===== config.mk =====
export PLATFORM = sky130hd
export DESIGN_NAME = cpu_control_unit
export DESIGN_NICKNAME = d
export VERILOG_FILES = /design/src/rtl/cpu_ctrl_pkg.sv /design/src/rtl/cpu_timing_counter.sv /design/src/rtl/cpu_control_unit.sv
export SDC_FILE = /design/constraint.sdc
export NUM_CORES = 1
export LEC_CHECK = 0
export CORE_ASPECT_RATIO = 1.5
export CORE_MARGIN = 2
export CORE_UTILIZATION = 33
export CTS_BUF_LIST = sky130_fd_sc_hd__clkbuf_2 sky130_fd_sc_hd__clkbuf_4 sky130_fd_sc_hd__clkbuf_8
export DETAILED_ROUTE_END_ITERATION = 12
export PLACE_DENSITY_LB_ADDON = 0.05
export SYNTH_ARGS = -nofsm -noshare
export SYNTH_HDL_FRONTEND = slang
export SYNTH_SLANG_ARGS = --single-unit

===== constraint.sdc =====
create_clock -name Clock -period 1.9 [get_ports Clock]
set_input_delay 0.38 -clock Clock [delete_from_list [all_inputs] [get_ports Clock]]
set_output_delay 0.38 -clock Clock [all_outputs]
set_load 0.005 [all_outputs]

===== src/rtl/cpu_ctrl_pkg.sv =====
// Shared encodings for the hardwired CPU sequencer: opcodes, FunSel codes,
// register masks, ALU function codes, mux selects and the control word type.
package cpu_ctrl_pkg;

   localparam logic [3:0] OP_LDI = 4'h0;
   localparam logic [3:0] OP_LD  = 4'h1;
   localparam logic [3:0] OP_ST  = 4'h2;
   localparam logic [3:0] OP_MOV = 4'h3;
   localparam logic [3:0] OP_ADD = 4'h4;
   localparam logic [3:0] OP_SUB = 4'h5;
   localparam logic [3:0] OP_AND = 4'h6;
   localparam logic [3:0] OP_OR  = 4'h7;
   localparam logic [3:0] OP_INC = 4'h8;
   localparam logic [3:0] OP_DEC = 4'h9;
   localparam logic [3:0] OP_BRA = 4'hA;
   localparam logic [3:0] OP_BEQ = 4'hB;
   localparam logic [3:0] OP_HLT = 4'hF;

   localparam logic [1:0] FS_DEC  = 2'b00;
   localparam logic [1:0] FS_INC  = 2'b01;
   localparam logic [1:0] FS_LOAD = 2'b10;
   localparam logic [1:0] FS_CLR  = 2'b11;

   localparam logic [3:0] ARF_PC_MASK = 4'b0001;
   localparam logic [3:0] ARF_AR_MASK = 4'b0010;
   localparam logic [1:0] ARF_OUT_PC  = 2'b01;
   localparam logic [1:0] ARF_OUT_AR  = 2'b10;

   localparam logic [3:0] ALU_MOV = 4'b0001;
   localparam logic [3:0] ALU_ADD = 4'b0100;
   localparam logic [3:0] ALU_SUB = 4'b0101;
   localparam logic [3:0] ALU_AND = 4'b0111;
   localparam logic [3:0] ALU_OR  = 4'b1000;

   // MuxA feeds the register file, MuxB the address register file
   localparam logic [1:0] MUXA_ALU = 2'b00;
   localparam logic [1:0] MUXA_MEM = 2'b01;
   localparam logic [1:0] MUXA_IMM = 2'b10;
   localparam logic [1:0] MUXB_IMM = 2'b10;
   localparam logic       MUXC_RF  = 1'b0;

   typedef struct packed {
      logic [2:0] rf_o1sel;
      logic [2:0] rf_o2sel;
      logic [1:0] rf_funsel;
      logic [3:0] rf_rsel;
      logic [3:0] rf_tsel;
      logic [3:0] alu_funsel;
      logic [1:0] arf_outasel;
      logic [1:0] arf_outbsel;
      logic [1:0] arf_funsel;
      logic [3:0] arf_regsel;
      logic       ir_lh;
      logic       ir_enable;
      logic [1:0] ir_funsel;
      logic       mem_wr;
      logic       mem_cs;
      logic [1:0] muxasel;
      logic [1:0] muxbsel;
      logic       muxcsel;
   } ctrl_word_t;

   localparam ctrl_word_t IDLE_WORD = '{3'd0, 3'd0, 2'd0, 4'd0, 4'd0, 4'd0,
                                        2'd0, 2'd0, 2'd0, 4'd0, 1'b0, 1'b0,
                                        2'd0, 1'b0, 1'b1, 2'd0, 2'd0, 1'b0};

   function automatic logic [3:0] reg_mask(input logic [1:0] idx);
      return 4'b0001 << idx;
   endfunction

   // Register file outputs 4..7 are the general registers R0..R3
   function automatic logic [2:0] rf_osel(input logic [1:0] idx);
      return {1'b1, idx};
   endfunction

   function automatic logic [3:0] alu_code(input logic [3:0] op);
      case (op)
         OP_ADD:  return ALU_ADD;
         OP_SUB:  return ALU_SUB;
         OP_AND:  return ALU_AND;
         OP_OR:   return ALU_OR;
         default: return ALU_MOV;
      endcase
   endfunction

endpackage


===== src/rtl/cpu_timing_counter.sv =====
// One-hot timing ring T0..T(T_W-1). Restart returns to T0, hold freezes the
// ring (HLT); any non-one-hot value self-corrects back to T0.
module cpu_timing_counter #(
   parameter int T_W = 8
) (
   input  logic           clk_i,
   input  logic           rst_i,
   input  logic           hold_i,
   input  logic           restart_i,
   output logic [T_W-1:0] t_o
);

   localparam logic [T_W-1:0] T0 = T_W'(1);

   logic [T_W-1:0] t_q, t_d;
   logic           onehot;

   always_comb begin
      onehot = (t_q != '0) && ((t_q & (t_q - T_W'(1))) == '0);
      t_d    = t_q;
      if (!onehot || restart_i)
         t_d = T0;
      else if (!hold_i)
         t_d = {t_q[T_W-2:0], t_q[T_W-1]};
   end

   always_ff @(posedge clk_i or posedge rst_i) begin
      if (rst_i) t_q <= T0;
      else       t_q <= t_d;
   end

   assign t_o = t_q;

endmodule


===== src/rtl/cpu_control_unit.sv =====
// Hardwired sequencer: two-byte fetch in T0/T1, decode and execute in T2
// (plus T3 for memory ops), combinational control word from T, IR and Z.
module cpu_control_unit
   import cpu_ctrl_pkg::*;
#(
   parameter int T_W  = 8,
   parameter int OP_W = 4
) (
   input  logic           Clock,
   input  logic           Reset,
   input  logic [15:0]    IROut,
   input  logic [3:0]     ALUOutFlag,
   output logic [T_W-1:0] T,
   output logic [2:0]     RF_O1Sel,
   output logic [2:0]     RF_O2Sel,
   output logic [1:0]     RF_FunSel,
   output logic [3:0]     RF_RSel,
   output logic [3:0]     RF_TSel,
   output logic [3:0]     ALU_FunSel,
   output logic [1:0]     ARF_OutASel,
   output logic [1:0]     ARF_OutBSel,
   output logic [1:0]     ARF_FunSel,
   output logic [3:0]     ARF_RegSel,
   output logic           IR_LH,
   output logic           IR_Enable,
   output logic [1:0]     IR_Funsel,
   output logic           Mem_WR,
   output logic           Mem_CS,
   output logic [1:0]     MuxASel,
   output logic [1:0]     MuxBSel,
   output logic           MuxCSel
);

   logic [OP_W-1:0] op;
   logic [1:0]      rd, rs1, rs2;
   logic            is_t0, is_t1, is_t2, is_t3;
   logic            hold, restart;
   logic            z_q, z_d;
   ctrl_word_t      cw;
   logic            unused_bits;

   assign op  = IROut[15 -: OP_W];
   assign rd  = IROut[11:10];
   assign rs1 = IROut[9:8];
   assign rs2 = IROut[7:6];
   assign unused_bits = ^{ALUOutFlag[2:0], IROut[5:0]};

   assign is_t0 = (T == T_W'(1));
   assign is_t1 = (T == T_W'(2));
   assign is_t2 = (T == T_W'(4));
   assign is_t3 = (T == T_W'(8));

   cpu_timing_counter #(.T_W(T_W)) u_timing (
      .clk_i     (Clock),
      .rst_i     (Reset),
      .hold_i    (hold),
      .restart_i (restart),
      .t_o       (T)
   );

   always_comb begin
      cw      = IDLE_WORD;
      hold    = 1'b0;
      restart = 1'b1;
      z_d     = z_q;
      // Reset wins over T0's fetch word so nothing is issued while held
      if (!Reset) begin
         if (is_t0 || is_t1) begin
            restart        = 1'b0;
            cw.mem_cs      = 1'b0;
            cw.arf_outbsel = ARF_OUT_PC;
            cw.ir_enable   = 1'b1;
            cw.ir_lh       = is_t1;
            cw.ir_funsel   = FS_LOAD;
            cw.arf_funsel  = FS_INC;
            cw.arf_regsel  = ARF_PC_MASK;
         end else if (is_t2) begin
            case (op)
               OP_LDI: begin
                  cw.muxasel   = MUXA_IMM;
                  cw.rf_funsel = FS_LOAD;
                  cw.rf_rsel   = reg_mask(rd);
               end
               OP_LD, OP_ST: begin
                  restart       = 1'b0;
                  cw.muxbsel    = MUXB_IMM;
                  cw.arf_funsel = FS_LOAD;
                  cw.arf_regsel = ARF_AR_MASK;
               end
               OP_MOV, OP_ADD, OP_SUB, OP_AND, OP_OR: begin
                  cw.rf_o1sel   = rf_osel(rs1);
                  cw.rf_o2sel   = rf_osel(rs2);
                  cw.alu_funsel = alu_code(op);
                  cw.muxcsel    = MUXC_RF;
                  cw.muxasel    = MUXA_ALU;
                  cw.rf_funsel  = FS_LOAD;
                  cw.rf_rsel    = reg_mask(rd);
                  z_d           = ALUOutFlag[3];
               end
               OP_INC, OP_DEC: begin
                  cw.rf_funsel = (op == OP_INC) ? FS_INC : FS_DEC;
                  cw.rf_rsel   = reg_mask(rd);
               end
               OP_BRA, OP_BEQ: begin
                  if (op == OP_BRA || z_q) begin
                     cw.muxbsel    = MUXB_IMM;
                     cw.arf_funsel = FS_LOAD;
                     cw.arf_regsel = ARF_PC_MASK;
                  end
               end
               OP_HLT: begin
                  restart = 1'b0;
                  hold    = 1'b1;
               end
               default: ;
            endcase
         end else if (is_t3) begin
            cw.mem_cs      = 1'b0;
            cw.arf_outbsel = ARF_OUT_AR;
            if (op == OP_ST) begin
               // Memory data comes from the ALU passing RS1 through
               cw.mem_wr     = 1'b1;
               cw.rf_o1sel   = rf_osel(rs1);
               cw.alu_funsel = ALU_MOV;
               cw.muxcsel    = MUXC_RF;
            end else begin
               cw.muxasel   = MUXA_MEM;
               cw.rf_funsel = FS_LOAD;
               cw.rf_rsel   = reg_mask(rd);
            end
         end
      end
   end

   always_ff @(posedge Clock or posedge Reset) begin
      if (Reset) z_q <= 1'b0;
      else       z_q <= z_d;
   end

   assign RF_O1Sel    = cw.rf_o1sel;
   assign RF_O2Sel    = cw.rf_o2sel;
   assign RF_FunSel   = cw.rf_funsel;
   assign RF_RSel     = cw.rf_rsel;
   assign RF_TSel     = cw.rf_tsel;
   assign ALU_FunSel  = cw.alu_funsel;
   assign ARF_OutASel = cw.arf_outasel;
   assign ARF_OutBSel = cw.arf_outbsel;
   assign ARF_FunSel  = cw.arf_funsel;
   assign ARF_RegSel  = cw.arf_regsel;
   assign IR_LH       = cw.ir_lh;
   assign IR_Enable   = cw.ir_enable;
   assign IR_Funsel   = cw.ir_funsel;
   assign Mem_WR      = cw.mem_wr;
   assign Mem_CS      = cw.mem_cs;
   assign MuxASel     = cw.muxasel;
   assign MuxBSel     = cw.muxbsel;
   assign MuxCSel     = cw.muxcsel;

endmodule


# Word-level counts from Yosys, hierarchy flattened
# Cells that the tools add are included.
# op_classes
n_addsub	1
reduce_logical	15
shift	1
muxes	49
eq_ne	17
bitwise_logic	3
# op_table
cell	n
two-way mux 6 bit	6
two-way mux 12 bit	2
two-way mux 4 bit	6
two-way mux 8 bit	3
case mux 6 bit (2 select lines)	2
equality test 4 bit, second input constant	5
two-way mux 19 bit	1
equality test 4 x 3 -> 1 bit, second input constant	4
case mux 4 bit (4 select lines)	1
two-way mux 1 bit	15
two-way mux 2 bit	7
two-way mux 3 bit	4
AND 8 bit	1
equality test 4 x 2 -> 1 bit, second input constant	2
equality test 8 x 1 -> 1 bit, second input constant	1
equality test 8 x 2 -> 1 bit, second input constant	1
equality test 8 x 3 -> 1 bit, second input constant	1
equality test 8 x 4 -> 1 bit, second input constant	1
logical NOT 8 bit	1
nonzero test 8 bit	1
subtractor 8 x 1 -> 8 bit, second input constant	1
OR reduction 2 bit	3
OR reduction 6 bit	1
two-way mux 5 bit	1
12 further kinds	15
# word_totals
register_bits	9

# Logic depth before layout (Yosys ltp)
# Gate-level depths: netlist of run 1.
# logic_depth
word_depth	8
mapped_depth	5
mapped_depth_nobuf	3

# Cells and area by module
# Synthesis of run 1 repeated with hierarchy kept, for this count alone.
# unflattened
hier_cells	143
hier_area_um2	1156.1
# by_module_without_submodules
module	cells_per_inst	area_each_um2	n_inst	seq_area_each_um2
cpu_control_unit	102	708.2	1	25.0
cpu_timing_counter	41	447.9	1	201.4

# Worst setup path after synthesis of run 1
# OpenSTA, ideal clock, no wires.
# synth_timing
path_type	reg-to-output
start	register u_timing.t_q[7] (netlist: u_timing.t_o[7])
end	output port ARF_FunSel[0]
arrival_ns	1.650
required_time_ns	1.520
path_slack_ns	-0.130
path_stages_with_launch	6
n_path_buf	2
cell_sequence	dfrtp_1 -> nor4_2 -> buf_4 -> nand2_2 -> a2111oi_2 -> buf_4
# synth_between
elab_chain_len	4
# synth_rtl
item	line	text
start: declaration	cpu_timing_counter.sv:15	logic [T_W-1:0] t_q, t_d;
start signal: assignment	cpu_timing_counter.sv:29	else t_q <= t_d;
equality test 8 x 3 -> 1 bit (tied with other cells)	cpu_control_unit.sv:50	assign is_t2 = (T == T_W'(4));
two-way mux 6 bit / logical OR 1 bit (equally long branches)	cpu_control_unit.sv:77, cpu_control_unit.sv:68	
two-way mux 8 bit (*)	cpu_control_unit.sv:68	if (is_t0 || is_t1) begin
two-way mux 19 bit (*)	cpu_control_unit.sv:67	if (!Reset) begin
end: declaration	cpu_control_unit.sv:22	output logic [1:0] ARF_FunSel,
# Every way passes the cells marked *; elsewhere a longest branch is shown, timed or not.

# Worst setup path in the final report of run 1
# layout_timing
start	register u_timing.t_q[7] (netlist: u_timing.t_o[7])
end	output port RF_FunSel[1]
# layout_between
elab_chain_len	5
# layout_rtl
item	line	text
equality test 8 x 4 -> 1 bit	cpu_control_unit.sv:51	assign is_t3 = (T == T_W'(8));
two-way mux 6 bit	cpu_control_unit.sv:117	end else if (is_t3) begin
two-way mux 6 bit	cpu_control_unit.sv:77	end else if (is_t2) begin
two-way mux 12 bit (*)	cpu_control_unit.sv:68	
two-way mux 12 bit (*)	cpu_control_unit.sv:67	
end: declaration	cpu_control_unit.sv:16	output logic [1:0] RF_FunSel,
# Marks and branches as above.

==> summary.md, run 1 <==
| Metric | Value |
|---|---|
| Max frequency | 480 MHz |
| DRT Pass-1 Iters | 4 |
| CTS tree | built |
| Vias per cell | between 4 and 5 |
| Clock transition at path regs | 40 ps |
| Min Hold Slack | 526 ps |
| Post-DRT Antenna Nets | 0 |
| Vias in the first global route | 1358 |
| Antenna Cells | 0 |
| Sequential area share after synthesis | 21.1% |
| #FFs+latches synth | 9 |
| CP startpoint kind | flip-flop |
| H-tree depth | 1 |
| Post-synth EDFFs | 0 |
| CTS sink count | 9 |
| # DRC | 0 |
| Slowest cell on crit path | dfrtp_1 |
| Critical path required time | 1520 ps |
| Layout area overhead | 96.5% |
| Die width | 50.6 µm |
| Fraction of registers with async set/reset | between 90% and 100% |
| Crit path cell chain | nor4_2, buf_4, buf_6, buf_6, nand4b_4, buf_6, o31ai_2, buf_2 |
| Mapped cell area | 1070 µm² |
| WL final | 3880 µm |
| Buf/Inv on CP | 5 |
| CTS max path bufs | 2 |
| Rows | 25 |
| RSZ-0062 raised after global routing | yes |
| PortBufs | 50 |
| Ys Warns | 0 |
| Final Critical Period | roughly 2100 ps |
| Tot GR Track Use | 20.9% |
| Status | finished, violations left |
| Hold Buf Count CTS | 0 |
| Largest net degree at the start of global routing | 13 |
| Starting Density | 34.3% |
| Layout net count | between 200 and 250 |
| Cells after Synth | around 130 |
| WL per Instance | around 15 µm |
| I/O pins | 71 |
| Worst-Skew Late Latency | 220 ps |
| Cell area after layout | ~2100 µm² |
| Max-slew violations | 0 |
| Synth cell types | 47 |
| Hold Crit Class | in -> async |
| Final HPWL DP | around 2600 µm |
| Die Area | 3730 µm² |
| Antenna violations before repair | 0 |
| Violated checks | setup timing |
| Worst vdd ir | between 0.2 and 0.3 mV |
| WP depth | 8 |
| CP delay by family, top | buffers and inverters |
| Crit path largest cell delay | 370 ps |
| Final Util | 67.4% |
| Leak Pwr | 1.00 nW |
| PwrDens | 282 nW/µm² |
| Crit path max fanout | 4 |
| Critical Path AT | 1700 ps |
| Final worst path period share | 110% |
| Setup Crit Path Kind | reg -> out |
| Clock Skew | 1.82 ps |
| Core box area | 3130 µm² |
| Worst path most repeated cell | buf_6 |
| Share of cells above drive strength 1 | 59.3% |
| MaxCap Viol Count | 0 |
| Global-route wire length before repair | 6130 µm |
| Routability cong. | 0.824 |
| 1st-iter DRT viols | 25 |
| Mean post-synth cell area | around 8.1 µm² |
| Overflow after GRT | 0 |
| Hold Violations, Final | 0 |
| Worst setup margin | -184 ps |
| Setup TNS | -2810 ps |
| Vias | 1299 |
| Root buffer cell | clkbuf_8 |
| FF-to-FF path depth | 8 |
| Nature of the critical path endpoint | output pin |
| Placed instance area | 1750 µm² |
| DIE HEIGHT | 73.9 µm |
| Top FF cell, synth | dfrtp_1 |
| Final setup viols | 28 |
| CTS buffer count | 3 |
[through the flow]
step	power [mW]	setup WS, ps	cells
finish	0.596	-184	266
global route	0.635	-277	266
CTS	0.587	-249	261
detailed placement	0.340	-841	244
global placement	0.337	-780	244
floorplan	0.283	100	146
[registers in the layout (all words and copies together), names as in the netlist]
register,cells
u_timing.t_o,8
z_q,1
[Yosys cell counts (2+ instances only)]
library cell	instances	area [µm²]
nand4b_1	2	17.5
nand3b_1	2	15.0
nand3_1	4	20.0
o21ai_0	3	15.0
a21oi_1	7	35.0
or4b_1	3	30.0
buf_6	3	33.8
buf_4	16	120
inv_1	4	15.0
nand2b_1	6	37.5
nand4_1	3	18.8
nor2_1	11	41.3
nor2b_1	3	18.8
nor4_1	6	37.5
nand2_2	2	12.5
xnor2_1	3	26.3
buf_2	5	25.0
dfrtp_1	8	200
or3_1	3	18.8
nor3_1	5	25.0
nand2_1	7	26.3
[logic make-up after synthesis]
| logic type | count (synthesis) | share of synthesized area (%) |
|---|---|---|
| AOI/OAI and AO/OA | 22 | 14.6 |
| xor gates and xnor gates | 4 | 3.26 |
| buffers and inverters | 28 | 18.1 |
| DFF | 9 | 21.1 |
| muxes | 1 | 1.40 |
| other | 1 | 0.349 |
| and+or+nand+nor | 67 | 41.3 |
[report_power, final]
part,switching [mW],internal (mW)
clock,0.0658,0.160
combinational,0.0792,0.0884
sequential,0.00486,0.198
total,0.150,0.446
[placed cells by master, fill, tap and decap left out, drive strengths merged, types with 2 or more instances in the layout]
cell,count
nand4,3
conb,15
nand4b,3
nor2,11
a2111oi,2
xnor2,3
clkdlybuf4s50,15
a21oi,7
nor4,8
clkdlybuf4s15,3
nand3b,2
a21boi,2
inv,4
clkbuf,4
or3,4
nor2b,3
nand2b,7
buf,80
or4b,3
dlygate4sd2,2
dfrtp,8
nand2,9
nor3,6
nand3,4
o21ai,3
[layout make-up]
cell class | count | area, µm²
sequential | 9 | 229
multi-input combinational | 109 | 948
clock buffer | 4 | 48.8
inverter | 4 | 15.0
tap | 40 | 50.0
fill | 287 | 1020
timing repair buffer | 100 | 818
[per-layer routing]
layer	up-vias	GRT usage (%)	share of wire, %
met3	8	2.85	3.6
met5	-	0	0
met1	620	22.3	35
li1	631	-	-
met2	40	40.2	59
met4	0	8.71	2.2
[what timing repair did]
item | CTS | global route
pin swaps | 18 | 12
setup buffers | 15 | 6
endpoints found under the setup margin | 31 | 32
gates resized for setup | 171 | 28
[tightest hold or removal path: stages]
cell           delay [ps]
dlygate4sd2_1         260
buf_4                 150
inv_1                 100
buf_4                 200
[final timing paths]
kind | startpoint | to | slack, ps
setup / recovery | u_timing.t_o[7] | RF_FunSel[1] | -180
hold / removal | Reset | u_timing.t_o[2] | 530
setup reg to reg | u_timing.t_o[7] | u_timing.t_o[2] | 20
hold reg to reg | z_q | z_q | 550
max in group asynchronous | Reset | u_timing.t_o[0] | 1160
min in group Clock | z_q | z_q | 550
No activity file was read; power rests on OpenSTA's default activity.
==> run 2, diff against run 1 <==
--- a/config.mk
+++ b/config.mk
@@ -10,6 +10,7 @@
 export CORE_UTILIZATION = 33
 export CTS_BUF_LIST = sky130_fd_sc_hd__clkbuf_2 sky130_fd_sc_hd__clkbuf_4 sky130_fd_sc_hd__clkbuf_8
 export DETAILED_ROUTE_END_ITERATION = 12
+export HOLD_SLACK_MARGIN = 0.08
 export PLACE_DENSITY_LB_ADDON = 0.05
 export SYNTH_ARGS = -nofsm -noshare
 export SYNTH_HDL_FRONTEND = slang
==> results of run 2 <==
Same layout as run 1: the final DEF is identical, and so are final timing and power.
==> RTL change, RTL diff (flow settings as in run 1) <==
`T_W` is set to 8 in 2 places; all go to 9.
--- a/src/rtl/cpu_timing_counter.sv
+++ b/src/rtl/cpu_timing_counter.sv
@@ -3,3 +3,3 @@
 module cpu_timing_counter #(
-   parameter int T_W = 8
+   parameter int T_W = 9
 ) (
--- a/src/rtl/cpu_control_unit.sv
+++ b/src/rtl/cpu_control_unit.sv
@@ -5,3 +5,3 @@
 #(
-   parameter int T_W  = 8,
+   parameter int T_W  = 9,
    parameter int OP_W = 4
Interface: changed (resized T); port bits go from 71 to 72. No check against the original RTL was run, so the function may have changed too.
==> RTL change against run 1 <==
The flow still finishes with violations (setup timing). Area after synthesis shrank 7.7%. Sequential power grew 11%. Total power grew 7.4%. Synthesized cell count shrank 11%. Worst setup slack lost 210 ps. Final area grew 2.6%. Critical path depth shrank 3. Largest cell class is now buffers. Sequential cell count grew 1. Cell count shrank 1.9%. Routed wire length shrank 1.0%. Global-route usage grew 0.32 points.
==> RTL change: results (changes against run 1) <==
Max-slew violations - 0 (unchanged)
Seq area share - 11.7% (was 10.9%)
I/O Buffers - 51 (was 50)
Placer Congestion - 0.809 (was 0.824)
Via-to-Cell Ratio - 4.69 (was 4.88)
Diodes inserted - 0 (unchanged)
Post-CTS sizing - 180 (was 171)
Layout Nets - 245 (was 249)
Reg2reg setup slack - 10 ps
Seq cells - 10 (was 9)
Post-synth ARST share - 100% (unchanged)
Status - complete, but fails checks (unchanged)
Hold Crit Class - in -> async (unchanged)
Drt initial violations - 16 (was 25)
Top FF cell, synth - dfrtp_1 (unchanged)
Clock buffer depth - 2 (unchanged)
Initial antenna violation count - 0 (unchanged)
#MultiIn Comb - 96 (was 109)
Layout cells sized above 1 - 59.0% (was 59.3%)
Final WS setup - -394 ps (was -184 ps)
Non-clk bufs - 107 (was 100)
Final setup fails - 30 (was 28)
WL final - 3840 um (was 3880 um)
Max FFs per register - 9 (was 8)
Multi-input gate area - 880 um2 (was 948 um2)
Worst vdd ir - 0.412 mV (was 0.255 mV)
Worst path arrival time - 1910 ps (was 1700 ps)
Non-clock buffer share - 41.9% (was 38.8%)
Failing checks - setup timing (unchanged)
Largest net degree at the start of global routing - 16 (was 13)
CTS root buf - clkbuf_8 (unchanged)
Post-CTS setup buffer count - 23 (was 15)
Top post-synthesis cells by count - 17 x buf_4, 10 x nor2_1, 9 x dfrtp_1, 9 x nand2_1, 5 x inv_1 (was 16 x buf_4, 11 x nor2_1, 8 x dfrtp_1)
FF-to-FF End - z_q (was u_timing.t_o[2])
First-pass GRT wire length - 5800 um (was 6130 um)
Cell Area, Placed - 1670 um2 (was 1750 um2)
Clk_lat worst skew - 230 ps
Drt first pass iters - 4 (unchanged)
Leak Pwr - 1.02 nW (was 1.00 nW)
Crit-path max FO - 4 (unchanged)
Cell variety after synth - 45 (was 47)
Layout clock area frac - 2.54% (was 2.31%)
Multi-input gate share of the layout cell area - 40.6% (was 45.0%)
Synth area leaders - dfrtp_1 23%, buf_4 13%, nor2_1 3.8% (was dfrtp_1 19%, buf_4 11%, nor2_1 3.8%)
GRT Total Usage - 21.2% (was 20.9%)
Clock skew - 1.82 ps (about the same)
CTS clk-pin slew, worst paths - 50 ps
Core area - 2880 um2 (was 3130 um2)
Inverters - 5 (was 4)
Reg2reg path depth - 7 (was 8)
H-tree depth - 1 (unchanged)
# fillers - 222 (was 287)
CTS buffer count - 3 (unchanged)
Post-synthesis sequential area ratio - 25.4% (was 21.1%)
DP HPWL - 2390 um (was 2640 um)
Reg-to-reg startpoint - u_timing.t_o[1] (was u_timing.t_o[7])
Vias in the first global route - 1249 (was 1358)
RTL change: cells by family after synthesis:
logic type             count (synthesis)  share of synthesized area (%)
flip-flops                            10                           25.4
AND/OR/NAND/NOR                       59                           40.2
XOR/XNOR                               3                           2.65
buffers and inverters                 26                           17.7
other                                  1                          0.378
multiplexers                           1                           1.14
AO/OA/AOI/OAI                         17                           12.6
RTL change: worst max path at each step:
| stage | startpoint | to | slack [ps] |
|---|---|---|---|
| 2_1_floorplan | u_timing.t_o[1] | RF_O1Sel[0] | 20 |
| 3_3_place_gp | IROut[12] | RF_O1Sel[0] | -780 |
| 3_5_place_dp | IROut[12] | RF_O1Sel[0] | -800 |
| 4_1_cts | u_timing.t_o[1] | RF_O1Sel[0] | -370 |
| 5_1_grt | u_timing.t_o[1] | RF_O1Sel[1] | -450 |
| 6_report | u_timing.t_o[1] | RF_O1Sel[1] | -390 |
RTL change: critical path: stages (launching register included):
cell and delay [ps]:
dfrtp_2 440, or4b_4 570, o32ai_4 240, buf_4 150, and3_1 160, buf_2 120
RTL change: per-layer routing:
layer  part of all wire (%)  GRT usage (%)  vias to the layer above
met5                      0              0                        -
li1                       -              -                      602
met3                    3.7           4.22                        6
met2                     61           40.5                       32
met4                    1.6           10.8                        0
met1                     34           21.3                      584
RTL change: report_power, final:
group	leakage (nW)	switching, mW	internal [mW]
Combinational	0.870	0.0796	0.0780
Sequential	0.123	0.00620	0.220
Clock	0.0288	0.0747	0.181
Total	1.02	0.160	0.479
RTL change: stage by stage:
stage	std cells	TNS, ps	setup slack, ps	hold slack (ps)
finish	261	-7520	-394	455
global route	261	-9710	-454	522
CTS	255	-6670	-370	464
detailed placement	230	-18710	-796	504
global placement	230	-17990	-780	483
floorplan	132	0	21.1	219
